[src/rtl/fifo_write_arbiter.sv]
`default_nettype none
// ============================================================================
// Module      : fifo_write_arbiter
// Description : Round-robin, burst-bounded sharing of an async FIFO write port
//               among NUM_REQ valid/ready requesters. Optional per-requester
//               accepted-word counters enabled by macro FIFO_ARB_STATS_EN.
// Revision    : 1.0 - initial release
// ============================================================================
module fifo_write_arbiter #(
    parameter int data_size = 8,
    parameter int NUM_REQ   = 4,
    parameter int MAX_BURST = 4,
    parameter int ID_W      = 2
) (
    input  logic                          clk_i,
    input  logic                          reset_n_i,
    input  logic [NUM_REQ-1:0]            req_valid_i,
    input  logic [NUM_REQ*data_size-1:0]  req_data_i,
    input  logic                          write_full_i,
    output logic [NUM_REQ-1:0]            req_ready_o,
    output logic [data_size-1:0]          write_data_o,
    output logic                          write_increment_o,
    output logic [ID_W-1:0]               grant_id_o,
    output logic                          busy_o
`ifdef FIFO_ARB_STATS_EN
    ,
    output logic [NUM_REQ*16-1:0]         stat_count_o
`endif
);

    localparam int c_CNT_W = 4;
    localparam logic [c_CNT_W-1:0] c_LAST_BEAT = c_CNT_W'(MAX_BURST - 1);

    typedef enum logic [0:0] {
        ST_IDLE  = 1'b0,
        ST_GRANT = 1'b1
    } state_t;

    state_t              state_q;
    logic [ID_W-1:0]     owner_q;
    logic [ID_W-1:0]     last_q;
    logic [c_CNT_W-1:0]  burst_q;
    logic                busy_q;

    logic                w_grant;
    logic                w_owner_valid;
    logic                w_accept;
    logic [ID_W-1:0]     w_winner;
    logic [data_size-1:0] w_data;

    // First valid requester strictly after the previous owner, wrapping.
    function automatic logic [ID_W-1:0] pick_next(input logic [NUM_REQ-1:0] valid,
                                                  input logic [ID_W-1:0]    last);
        logic [ID_W-1:0] sel;
        logic            found;
        int              idx;
        sel   = '0;
        found = 1'b0;
        idx   = 0;
        for (int i = 1; i <= NUM_REQ; i++) begin
            idx = (int'(last) + i) % NUM_REQ;
            if (!found && valid[idx]) begin
                sel   = idx[ID_W-1:0];
                found = 1'b1;
            end
        end
        return sel;
    endfunction

    assign w_grant       = (state_q == ST_GRANT);
    assign w_owner_valid = req_valid_i[owner_q];
    assign w_accept      = w_grant & w_owner_valid & ~write_full_i;
    assign w_winner      = pick_next(req_valid_i, last_q);

    always_comb begin
        w_data = '0;
        for (int k = 0; k < NUM_REQ; k++) begin
            if (w_grant && (owner_q == ID_W'(k))) begin
                w_data = req_data_i[k*data_size +: data_size];
            end
        end
    end

    always_ff @(posedge clk_i or negedge reset_n_i) begin
        if (!reset_n_i) begin
            state_q <= ST_IDLE;
            owner_q <= '0;
            last_q  <= ID_W'(NUM_REQ - 1);
            burst_q <= '0;
            busy_q  <= 1'b0;
        end else begin
            case (state_q)
                ST_IDLE: begin
                    if (|req_valid_i) begin
                        owner_q <= w_winner;
                        burst_q <= '0;
                        busy_q  <= 1'b1;
                        state_q <= ST_GRANT;
                    end
                end
                ST_GRANT: begin
                    // A dropped valid releases even while the FIFO is full.
                    if (!w_owner_valid) begin
                        last_q  <= owner_q;
                        busy_q  <= 1'b0;
                        state_q <= ST_IDLE;
                    end else if (!write_full_i) begin
                        if (burst_q == c_LAST_BEAT) begin
                            last_q  <= owner_q;
                            busy_q  <= 1'b0;
                            burst_q <= '0;
                            state_q <= ST_IDLE;
                        end else begin
                            burst_q <= burst_q + 1'b1;
                        end
                    end
                end
                default: begin
                    busy_q  <= 1'b0;
                    state_q <= ST_IDLE;
                end
            endcase
        end
    end

    assign req_ready_o       = (w_grant && !write_full_i) ? (NUM_REQ'(1) << owner_q) : '0;
    assign write_increment_o = w_accept;
    assign write_data_o      = w_data;
    assign grant_id_o        = owner_q;
    assign busy_o            = busy_q;

`ifdef FIFO_ARB_STATS_EN
    generate
        for (genvar k = 0; k < NUM_REQ; k++) begin : g_stats
            logic [15:0] cnt_q;
            always_ff @(posedge clk_i or negedge reset_n_i) begin
                if (!reset_n_i) begin
                    cnt_q <= '0;
                end else if (w_accept && (owner_q == ID_W'(k))) begin
                    cnt_q <= cnt_q + 16'd1;
                end
            end
            assign stat_count_o[k*16 +: 16] = cnt_q;
        end
    endgenerate
`endif

endmodule
`default_nettype wire

[config.mk]
export PLATFORM = sky130hd
export DESIGN_NAME = fifo_write_arbiter
export DESIGN_NICKNAME = d
export VERILOG_FILES = /design/src/rtl/fifo_write_arbiter.sv
export SDC_FILE = /design/constraint.sdc
export NUM_CORES = 1
export LEC_CHECK = 0
export BUFFER_PORTS_ARGS = -buffer_cell sky130_fd_sc_hd__buf_4
export CAP_MARGIN = 20
export CORE_ASPECT_RATIO = 1.2
export CORE_MARGIN = 3
export CORE_UTILIZATION = 47
export DETAILED_ROUTE_END_ITERATION = 10
export PLACE_DENSITY_LB_ADDON = 0.25
export SETUP_SLACK_MARGIN = 0.4
export SLEW_MARGIN = 20
export SYNTH_ARGS = -nofsm -noshare
export SYNTH_HDL_FRONTEND = slang
export SYNTH_SLANG_ARGS = --single-unit
export TNS_END_PERCENT = 100
[constraint.sdc]
create_clock -name clk_i -period 2.6 [get_ports clk_i]
set_clock_uncertainty 0.1 [all_clocks]
set_input_delay 0.26 -clock clk_i [delete_from_list [all_inputs] [get_ports clk_i]]
set_output_delay 0.26 -clock clk_i [all_outputs]
set_load 0.05 [all_outputs]
==> flow_summary.json, run 1 <==
{
  "antenna_found_initial": 0,
  "place.gp.congestion": 0.7791,
  "yosysSeqAreaShare": 0.2606,
  "wl_um": 2631,
  "yosys_warnings": 0,
  "fillerInstances": 128,
  "cp-start-kind": "register",
  "syn_nets": 128,
  "port_buffers": 54,
  "slew_violations": 0,
  "numCtsBuffers": 3,
  "endpoint_kind": "output port",
  "finalCriticalPeriod_ps": 2124,
  "ant_nets": 0,
  "ys.flop_type": "dfrtp_1",
  "setup_viol": 0,
  "syn_area_per_cell_sq_um": 11.02,
  "crit_type": "reg2out",
  "ff2ff_path_depth": 4,
  "final-hold-violation-count": 0,
  "hold_path_class": "in2reg",
  "cp_slowest_cell": "dfrtp_4",
  "r2r-end": "last_q[1]",
  "overflow": 0,
  "rsz0062_at_grt": "no",
  "grt_max_degree": 20,
  "relSlewSlack": 0.6672,
  "drt_iter0_markers": 13,
  "finalPower_uw": 1791,
  "cp_slowest_stage_delay_ps": 570,
  "endpoint": "write_data_o[7]",
  "ir_drop_mv": 1.078,
  "required_ps": 2240,
  "synthArstFlopShare": 1.000,
  "num_io_pins": 55,
  "cap_violations": 0,
  "fp-row-count": 17,
  "final_nets": 183,
  "drive_gt1_frac": 0.5563,
  "die_h_um": 55.76,
  "grt_pass1_wl_um": 3912,
  "syn-instance-count": 88,
  "p_per_area_mw_per_mm2": 1266,
  "cp.arrival_ps": 1760,
  "critPathLaunch": "grant_id_o[0]",
  "status": "finished, final reports clean",
  "r2r-start": "grant_id_o[1]",
  "cts_tree": "built",
  "hold-worst-slack_ps": 203.6,
  "wire_per_inst_um": 16.34,
  "ctsHtreeMaxLevel": 1,
  "ys_types": 36,
  "die-area_sq_mm": 0.002646,
  "synth_edf_count": 0,
  "core_sq_mm": 0.001893,
  "vias": 942,
  "finalSetupTns_ps": 0,
  "drc": 0,
  "syn_area_sq_um": 969.7,
  "viasPerCell": 5.851,
  "root_buffer": "clkbuf_4",
  "first_pass_iters": 4,
  "regToRegSetupSlack_ps": 830,
  "cts.path.max_buffers": 2,
  "ys_seq_elements": 10,
  "tightest_slew_ps": 492.3,
  "cts_sinks": 10,
  "leakagePower_uw": 0.0006740,
  "cp_cell_sequence": "mux4_1 -> and2_1 -> buf_4",
  "min_period_over_period": 0.8168,
  "fp.dieW_um": 47.47,
  "fmax_ghz": 0.4709,
  "clk_pin_slew_ps": 70,
  "hpwl_um": 2044,
  "clk_latency_ps": 270,
  "areaGrowthSynthToFinish_pct": 45.94,
  "cp_max_fo": 15,
  "insertedDiodeCount": 0,
  "grtUsageTotal": 0.1988,
  "start_util": 0.5122,
  "grt_pass1_vias": 926
}
[per-stage QoR]
stage / std cells / setup slack, ps / util / area, sq um
CTS: 160 / 353.8 / 0.7310 / 1384
floorplan: 88 / 507.1 / - / 970.9
detailed placement: 155 / 488.5 / 0.7046 / 1334
global placement: 155 / 550.0 / 0.7046 / 1334
finish: 161 / 476.2 / 0.7475 / 1415
global route: 161 / 400.3 / 0.7475 / 1415
[cell families after synthesis]
| logic type | after synthesis | share of synthesized area |
|---|---|---|
| AND/OR/NAND/NOR | 35 | 0.2026 |
| AO/OA/AOI/OAI | 19 | 0.1729 |
| multiplexers | 14 | 0.2710 |
| flip-flops | 10 | 0.2606 |
| buffers and inverters | 9 | 0.08000 |
| adder cells (fa/ha/maj) | 1 | 0.01290 |
[worst max-delay path: cells and delay by family (launching register included)]
family / cells / cell delay [ps]
multiplexers: 1 / 570
buffers and inverters: 1 / 180
AND/OR/NAND/NOR: 1 / 170
flip-flops: 1 / 570
[flip-flops by register name, indices dropped and copies added (netlist names)]
name / flops
state_q: 1
busy_o: 1
last_q: 2
grant_id_o: 2
burst_q: 4
[what timing repair did]
item | CTS | global route
endpoints found under the setup margin | 6 | 5
buffers inserted | 0 | 1
hold endpoints to repair | 10 | 0
gates resized for setup | 2 | 5
hold buffers | 1 | 0
[cell usage after synthesis (2+ instances only)]
cell	n	area (sq um)
mux4_1	2	52.55
mux2i_1	3	30.03
a21oi_1	2	10.01
mux4_2	6	135.1
dfstp_2	2	52.55
nand2_1	6	22.52
a21o_1	2	15.01
nand2b_1	2	12.51
nand3b_1	2	15.01
nand3_1	6	30.03
o21ai_0	2	10.01
dfrtp_1	8	200.2
mux2_4	3	45.04
o311ai_0	2	17.52
and2_1	10	62.56
clkbuf_8	4	55.05
nor2_1	5	18.77
inv_1	3	11.26
[cell usage in the layout, fill, tap and decap left out, drive strengths merged, types with 2 or more instances in the layout]
master | netlist | routed
a21oi | 2 | 2
and2 | 10 | 10
nand2 | 6 | 6
clkbuf | 5 | 4
o21ai | 2 | 2
dfrtp | 8 | 8
a21o | 3 | 3
mux4 | 8 | 8
nor2 | 5 | 5
nand3b | 2 | 2
buf | 1 | 55
mux2 | 3 | 3
dfstp | 2 | 2
o311ai | 2 | 2
nand2b | 2 | 2
mux2i | 3 | 3
nor3b | 2 | 2
inv | 3 | 3
nand3 | 6 | 6
[cell type report]
type                    count  area, sq um  share of cell area
repair buffers             56        422.9              0.2989
inverters                   3        11.26            0.007958
multi-input cells          69        659.4              0.4660
clock buffers               4        36.28             0.02564
well taps                  19        23.77             0.01680
flip-flops and latches     10        261.5              0.1848
[metal layers]
metal	routed length, um	vias to the layer above	track usage
met5	0	-	0
met3	273	4	0.05178
met4	30	0	0.06324
li1	-	447	-
met2	1389	46	0.3544
met1	937	445	0.2119
[report_power, final]
part / total (uW) / leakage (uW) / switching (uW) / internal, uW
combinational: 1200 / 0.000539 / 663 / 536
clock: 143 / 0.0000210 / 57.7 / 85.2
sequential: 449 / 0.000114 / 191 / 257
[worst min path at each step]
stage,startpoint,to,cells after the start
floorplan,reset_n_i,burst_q[0],0
global placement,reset_n_i,burst_q[1],1
detailed placement,reset_n_i,burst_q[1],1
CTS,req_valid_i[0],grant_id_o[0],3
global route,req_valid_i[0],grant_id_o[0],3
finish,req_valid_i[0],grant_id_o[0],3
No activity file was read; power rests on OpenSTA's default activity.
==> run 2: changes to the inputs <==
--- a/config.mk
+++ b/config.mk
@@ -9,7 +9,7 @@
 export CAP_MARGIN = 20
 export CORE_ASPECT_RATIO = 1.2
 export CORE_MARGIN = 3
-export CORE_UTILIZATION = 47
+export CORE_UTILIZATION = 44
 export DETAILED_ROUTE_END_ITERATION = 10
 export PLACE_DENSITY_LB_ADDON = 0.25
 export SETUP_SLACK_MARGIN = 0.4
==> constraint.sdc (replaced) <==
create_clock -name clk_i -period 2 [get_ports clk_i]
set_clock_uncertainty 0.1 [all_clocks]
set_input_delay 0.2 -clock clk_i [delete_from_list [all_inputs] [get_ports clk_i]]
set_output_delay 0.2 -clock clk_i [all_outputs]
set_load 0.05 [all_outputs]
==> run 2 against run 1 <==
Net effect:
- register-to-register slack got worse by 680 ps
- non-clock buffer count increased by 19
- global-route usage increased by 5.7 points
- core utilization increased by 15 points
- setup slack got worse by 470 ps
- flip-flop and latch count unchanged
- count of clock-buffer cells in the layout unchanged
- final area increased by 31%
==> flow_summary.json, run 2 (synthesis gave the netlist of run 1 again) <==
{
  "status": "finished, final reports clean",
  "first_pass_iters": 4,
  "finalCriticalPeriod_ps": 1993,
  "rsz0062_at_grt": "yes",
  "relSlewSlack": 0.7402,
  "wl_um": 4301,
  "fp.dieW_um": 48.86,
  "cp.arrival_ps": 1690,
  "worst-path-buf-inv": 2,
  "finalSetupTns_ps": 0,
  "fp-row-count": 18,
  "clk_pin_slew_ps": 80,
  "min_delay_path_depth": 3,
  "required_ps": 1700,
  "crit_type": "reg2out",
  "cap_violations": 0,
  "numCtsBuffers": 3,
  "leakagePower_uw": 0.0008663,
  "hold_path_class": "in2reg",
  "antenna_found_initial": 0,
  "slew_violations": 0,
  "insertedDiodeCount": 0,
  "cp_slowest_stage_delay_ps": 510,
  "drc": 0,
  "critPathLaunch": "grant_id_o[0]",
  "grtUsageTotal": 0.2563,
  "grt_pass1_wl_um": 5561,
  "num_io_pins": 55,
  "root_buffer": "clkbuf_4",
  "areaGrowthSynthToFinish_pct": 91.61,
  "regMostFlops": "burst_q",
  "p_per_area_mw_per_mm2": 1804,
  "endpoint_kind": "output port",
  "ff2ff_path_depth": 8,
  "port_buffers": 54,
  "place.gp.congestion": 0.7524,
  "final_nets": 202,
  "r2r-end": "burst_q[2]",
  "clk_latency_ps": 280,
  "overflow": 0,
  "ctsHtreeMaxLevel": 1,
  "endpoint": "write_data_o[5]",
  "final-hold-violation-count": 0,
  "final_cells": 191,
  "regToRegSetupSlack_ps": 150,
  "cp_slowest_cell": "mux4_2",
  "die-area_sq_mm": 0.002806,
  "core_sq_mm": 0.002072,
  "critical_path_depth": 4,
  "cts_sinks": 10,
  "drt_iter0_markers": 41,
  "cp_max_fo": 4,
  "drive_gt1_frac": 0.7640,
  "stdcell_area_sq_mm": 0.001858,
  "min_period_over_period": 0.9963,
  "final_cell_mix": "buf_4, buf_6, buf_8",
  "grt_pass1_vias": 1113,
  "cp_cell_sequence": "buf_6 -> mux4_2 -> and2_4 -> buf_8",
  "grt_max_degree": 13,
  "cts_tree": "built",
  "final_common_cell": "buf_4",
  "fmax_ghz": 0.5019,
  "postPlaceCellArea_sq_mm": 0.001436,
  "start_util": 0.4680,
  "cp-start-kind": "register",
  "wire_per_inst_um": 22.52,
  "ir_drop_mv": 1.305,
  "cts.path.max_buffers": 2,
  "die_h_um": 57.43,
  "hpwl_um": 2225,
  "r2r-start": "grant_id_o[0]",
  "vias": 1154,
  "largest_reg_flops": 4,
  "setup_viol": 0,
  "ant_nets": 0,
  "dp.cells": 170,
  "viasPerCell": 6.042,
  "cp_top_family": "multiplexers",
  "tightest_slew_ps": 388.6
}
==> run 2: cell types whose count changed in the layout (fill, tap and decap cells not counted), moves of 4 or more <==
cell and delta:
buf_6 +12, and2_1 -10, and2_4 +10, nand3_1 -4, buf_8 +11, buf_4 -5
==> run 2: worst min-delay path by stage <==
stage	startpoint	endpoint	slack [ps]
3_3_place_gp	reset_n_i	burst_q[2]	-70
5_1_grt	req_valid_i[0]	grant_id_o[0]	140
6_report	req_valid_i[0]	grant_id_o[0]	140
4_1_cts	req_valid_i[0]	grant_id_o[0]	160
2_1_floorplan	reset_n_i	burst_q[0]	-200
3_5_place_dp	reset_n_i	burst_q[2]	-70
==> run 2: cell type report <==
cell class,instances,area (sq um)
multi-input combinational,69,803.3
timing repair buffer,75,705.7
sequential,10,261.5
fill,97,214.0
tap,30,37.54
clock buffer,4,36.28
inverter,3,13.76
==> run 2: per-stage QoR <==
| stage | hold WS (ps) | power (uW) | worst slack [ps] | util |
|---|---|---|---|---|
| after global placement | -67.08 | 2235 | 143.7 | 0.6932 |
| after CTS | 155.1 | 3016 | 59.57 | 0.8388 |
| after detailed placement | -68.42 | 2303 | 42.98 | 0.6932 |
| after floorplan | -195.6 | 1942 | 115.3 | - |
| after global routing | 141.1 | 3477 | -25.54 | 0.8967 |
| final | 143.8 | 3352 | 7.489 | 0.8967 |
==> run 2: timing repair <==
action | in CTS | in global routing
setup endpoints to repair | 20 | 20
resized for setup | 48 | 15
pin swaps | 14 | 8
endpoints found under the hold margin | 10 | 0
hold buffers | 1 | 0
buffers inserted | 9 | 7
==> run 2: power breakdown <==
group,switching (uW),internal (uW)
sequential,174,334
combinational,1330,1320
clock,89.4,111
total,1590,1760
==> run 2: routing by layer <==
layer,global-route usage,wire length (um),vias up
met4,0.03659,150,0
met3,0.06005,385,18
li1,-,-,488
met1,0.2845,1479,558
met5,0,0,-
met2,0.5010,2286,90
==> run 2: worst min-delay path: cells and delay by family <==
kind	cells	cell delay, ps
AOI/OAI and AO/OA	2	200
buffers and inverters	1	90
==> run 3: changes to the inputs <==
--- a/config.mk
+++ b/config.mk
@@ -9,7 +9,7 @@
 export CAP_MARGIN = 20
 export CORE_ASPECT_RATIO = 1.2
 export CORE_MARGIN = 3
-export CORE_UTILIZATION = 44
+export CORE_UTILIZATION = 47
 export DETAILED_ROUTE_END_ITERATION = 10
 export PLACE_DENSITY_LB_ADDON = 0.25
 export SETUP_SLACK_MARGIN = 0.4
==> constraint.sdc (replaced) <==
create_clock -name clk_i -period 2.4 [get_ports clk_i]
set_clock_uncertainty 0.1 [all_clocks]
set_input_delay 0.24 -clock clk_i [delete_from_list [all_inputs] [get_ports clk_i]]
set_output_delay 0.24 -clock clk_i [all_outputs]
set_load 0.05 [all_outputs]
==> run 3 against run 2 <==
Net effect:
- setup slack better by 320 ps
- worst hold slack better by 85 ps
- via count down 5.3%
- sequential share of layout area up 2.3 points
- die area down 5.7%
- critical path depth unchanged
- final area down 15%
- cell count down 9.9%
- largest power group unchanged
==> flow_summary.json, run 3 (synthesis gave the netlist of run 1 again) <==
{
  "antenna_found_initial": 0,
  "p_int_uw": 1165,
  "wl_um": 3780,
  "setup_viol": 0,
  "insertedDiodeCount": 0,
  "clk_pin_slew_ps": 70,
  "top_layer": "met4",
  "min_period_over_period": 0.8621,
  "start_util": 0.5122,
  "place.gp.congestion": 0.8722,
  "grt_max_degree": 13,
  "rsz0062_at_grt": "yes",
  "ir_drop_mv": 0.9874,
  "fmax_ghz": 0.4833,
  "p_per_area_mw_per_mm2": 1453,
  "fp-row-count": 17,
  "cts.path.max_buffers": 2,
  "endpoint_kind": "output port",
  "tightest_slew_ps": 527.9,
  "overflow": 0,
  "slew_violations": 0,
  "areaGrowthSynthToFinish_pct": 62.19,
  "finalSetupTns_ps": 0,
  "r2r-start": "grant_id_o[0]",
  "fp.dieW_um": 47.47,
  "required_ps": 2060,
  "cap_violations": 0,
  "critPathLaunch": "grant_id_o[0]",
  "die-area_sq_mm": 0.002646,
  "met3_length_um": 362,
  "grt_pass1_vias": 970,
  "final_common_cell": "buf_4",
  "seqPwrFrac": 0.182,
  "relSlewSlack": 0.6431,
  "leakagePower_uw": 0.0007535,
  "numCtsBuffers": 3,
  "die_h_um": 55.76,
  "finalCriticalPeriod_ps": 2069,
  "cts_tree": "built",
  "viasPerCell": 6.355,
  "drc": 0,
  "wl_met1_um": 1349,
  "p_switching_uw": 1121,
  "port_buffers": 54,
  "hpwl_um": 2219,
  "p_comb_frac": 0.765,
  "final_cell_mix": "buf_4, buf_6, and2_4",
  "root_buffer": "clkbuf_4",
  "vias": 1093,
  "switching_share": 0.4902,
  "cp-start-kind": "register",
  "core_sq_mm": 0.001893,
  "cp.arrival_ps": 1730,
  "crit_type": "reg2out",
  "ant_nets": 0,
  "cts_sinks": 10,
  "grt_pass1_wl_um": 4340,
  "wl_met2_um": 2004,
  "grtUsageTotal": 0.2225,
  "cp_max_fo": 4,
  "utilization": 0.8308,
  "final-hold-violation-count": 0,
  "largest_reg_flops": 4,
  "clk_latency_ps": 260,
  "wire_per_inst_um": 21.98,
  "first_pass_iters": 4,
  "final_nets": 194,
  "num_io_pins": 55,
  "ctsHtreeMaxLevel": 1,
  "drive_gt1_frac": 0.6405,
  "regMostFlops": "burst_q",
  "pwr-share-clk": 0.053,
  "status": "finished, final reports clean",
  "hold_path_class": "in2async",
  "drt_iter0_markers": 58
}
run 3: final cells by class:
| cell class | instances | area [sq um] |
|---|---|---|
| fillers | 90 | 320.3 |
| inverters | 3 | 11.26 |
| well taps | 19 | 23.77 |
| flip-flops and latches | 10 | 257.7 |
| clock buffers | 4 | 26.28 |
| repair buffers | 67 | 565.5 |
| multi-input cells | 69 | 688.2 |
run 3: repair_timing:
action,CTS,global route
resized for setup,3,25
buffers inserted,4,7
setup endpoints to repair,9,11
hold buffers,1,0
endpoints found under the hold margin,10,0
cloned,0,0
pin swaps,0,5
run 3: worst max-delay path, stage by stage (launching register included):
cell and delay, ps:
dfrtp_4 450, buf_6 130, mux4_1 570, and2_4 180, buf_6 140
run 3: final timing paths:
kind                                    to  slack (ps)  cells past startpoint
hold reg to reg                     busy_o         400                      1
setup / recovery           write_data_o[0]         330                      4
hold / removal                  burst_q[1]         230                      2
min in group clk_i           grant_id_o[0]         230                      3
max in group asynchronous        last_q[1]        1740                      2
setup reg to reg                burst_q[2]         480                      8
run 3: metal layers:
layer | vias up | global-route usage
met4 | 0 | 0.04743
met5 | - | 0
met2 | 79 | 0.4176
li1 | 470 | -
met3 | 10 | 0.04207
met1 | 534 | 0.2371
run 3: power groups by stage:
| stage | combinational, uW | clock (uW) | sequential, uW |
|---|---|---|---|
| 4_1_cts | 1420 | 119 | 430 |
| 2_1_floorplan | 1090 | 0 | 417 |
| 3_5_place_dp | 1320 | 0 | 467 |
| 5_1_grt | 1820 | 129 | 428 |
| 6_report | 1750 | 121 | 416 |
| 3_3_place_gp | 1300 | 0 | 457 |
run 3: metrics by stage:
| stage | instance area [sq um] | setup slack (ps) | cells | power (uW) | hold slack (ps) |
|---|---|---|---|---|---|
| after floorplan | 982.2 | 355.1 | 88 | 1511 | -155.6 |
| after global placement | 1353 | 517.8 | 156 | 1755 | -27.48 |
| after detailed placement | 1353 | 468.7 | 156 | 1784 | -25.59 |
| after CTS | 1430 | 340.2 | 165 | 1969 | 230.5 |
| after global routing | 1573 | 308.8 | 172 | 2381 | 240.9 |
| final | 1573 | 330.9 | 172 | 2286 | 229.0 |
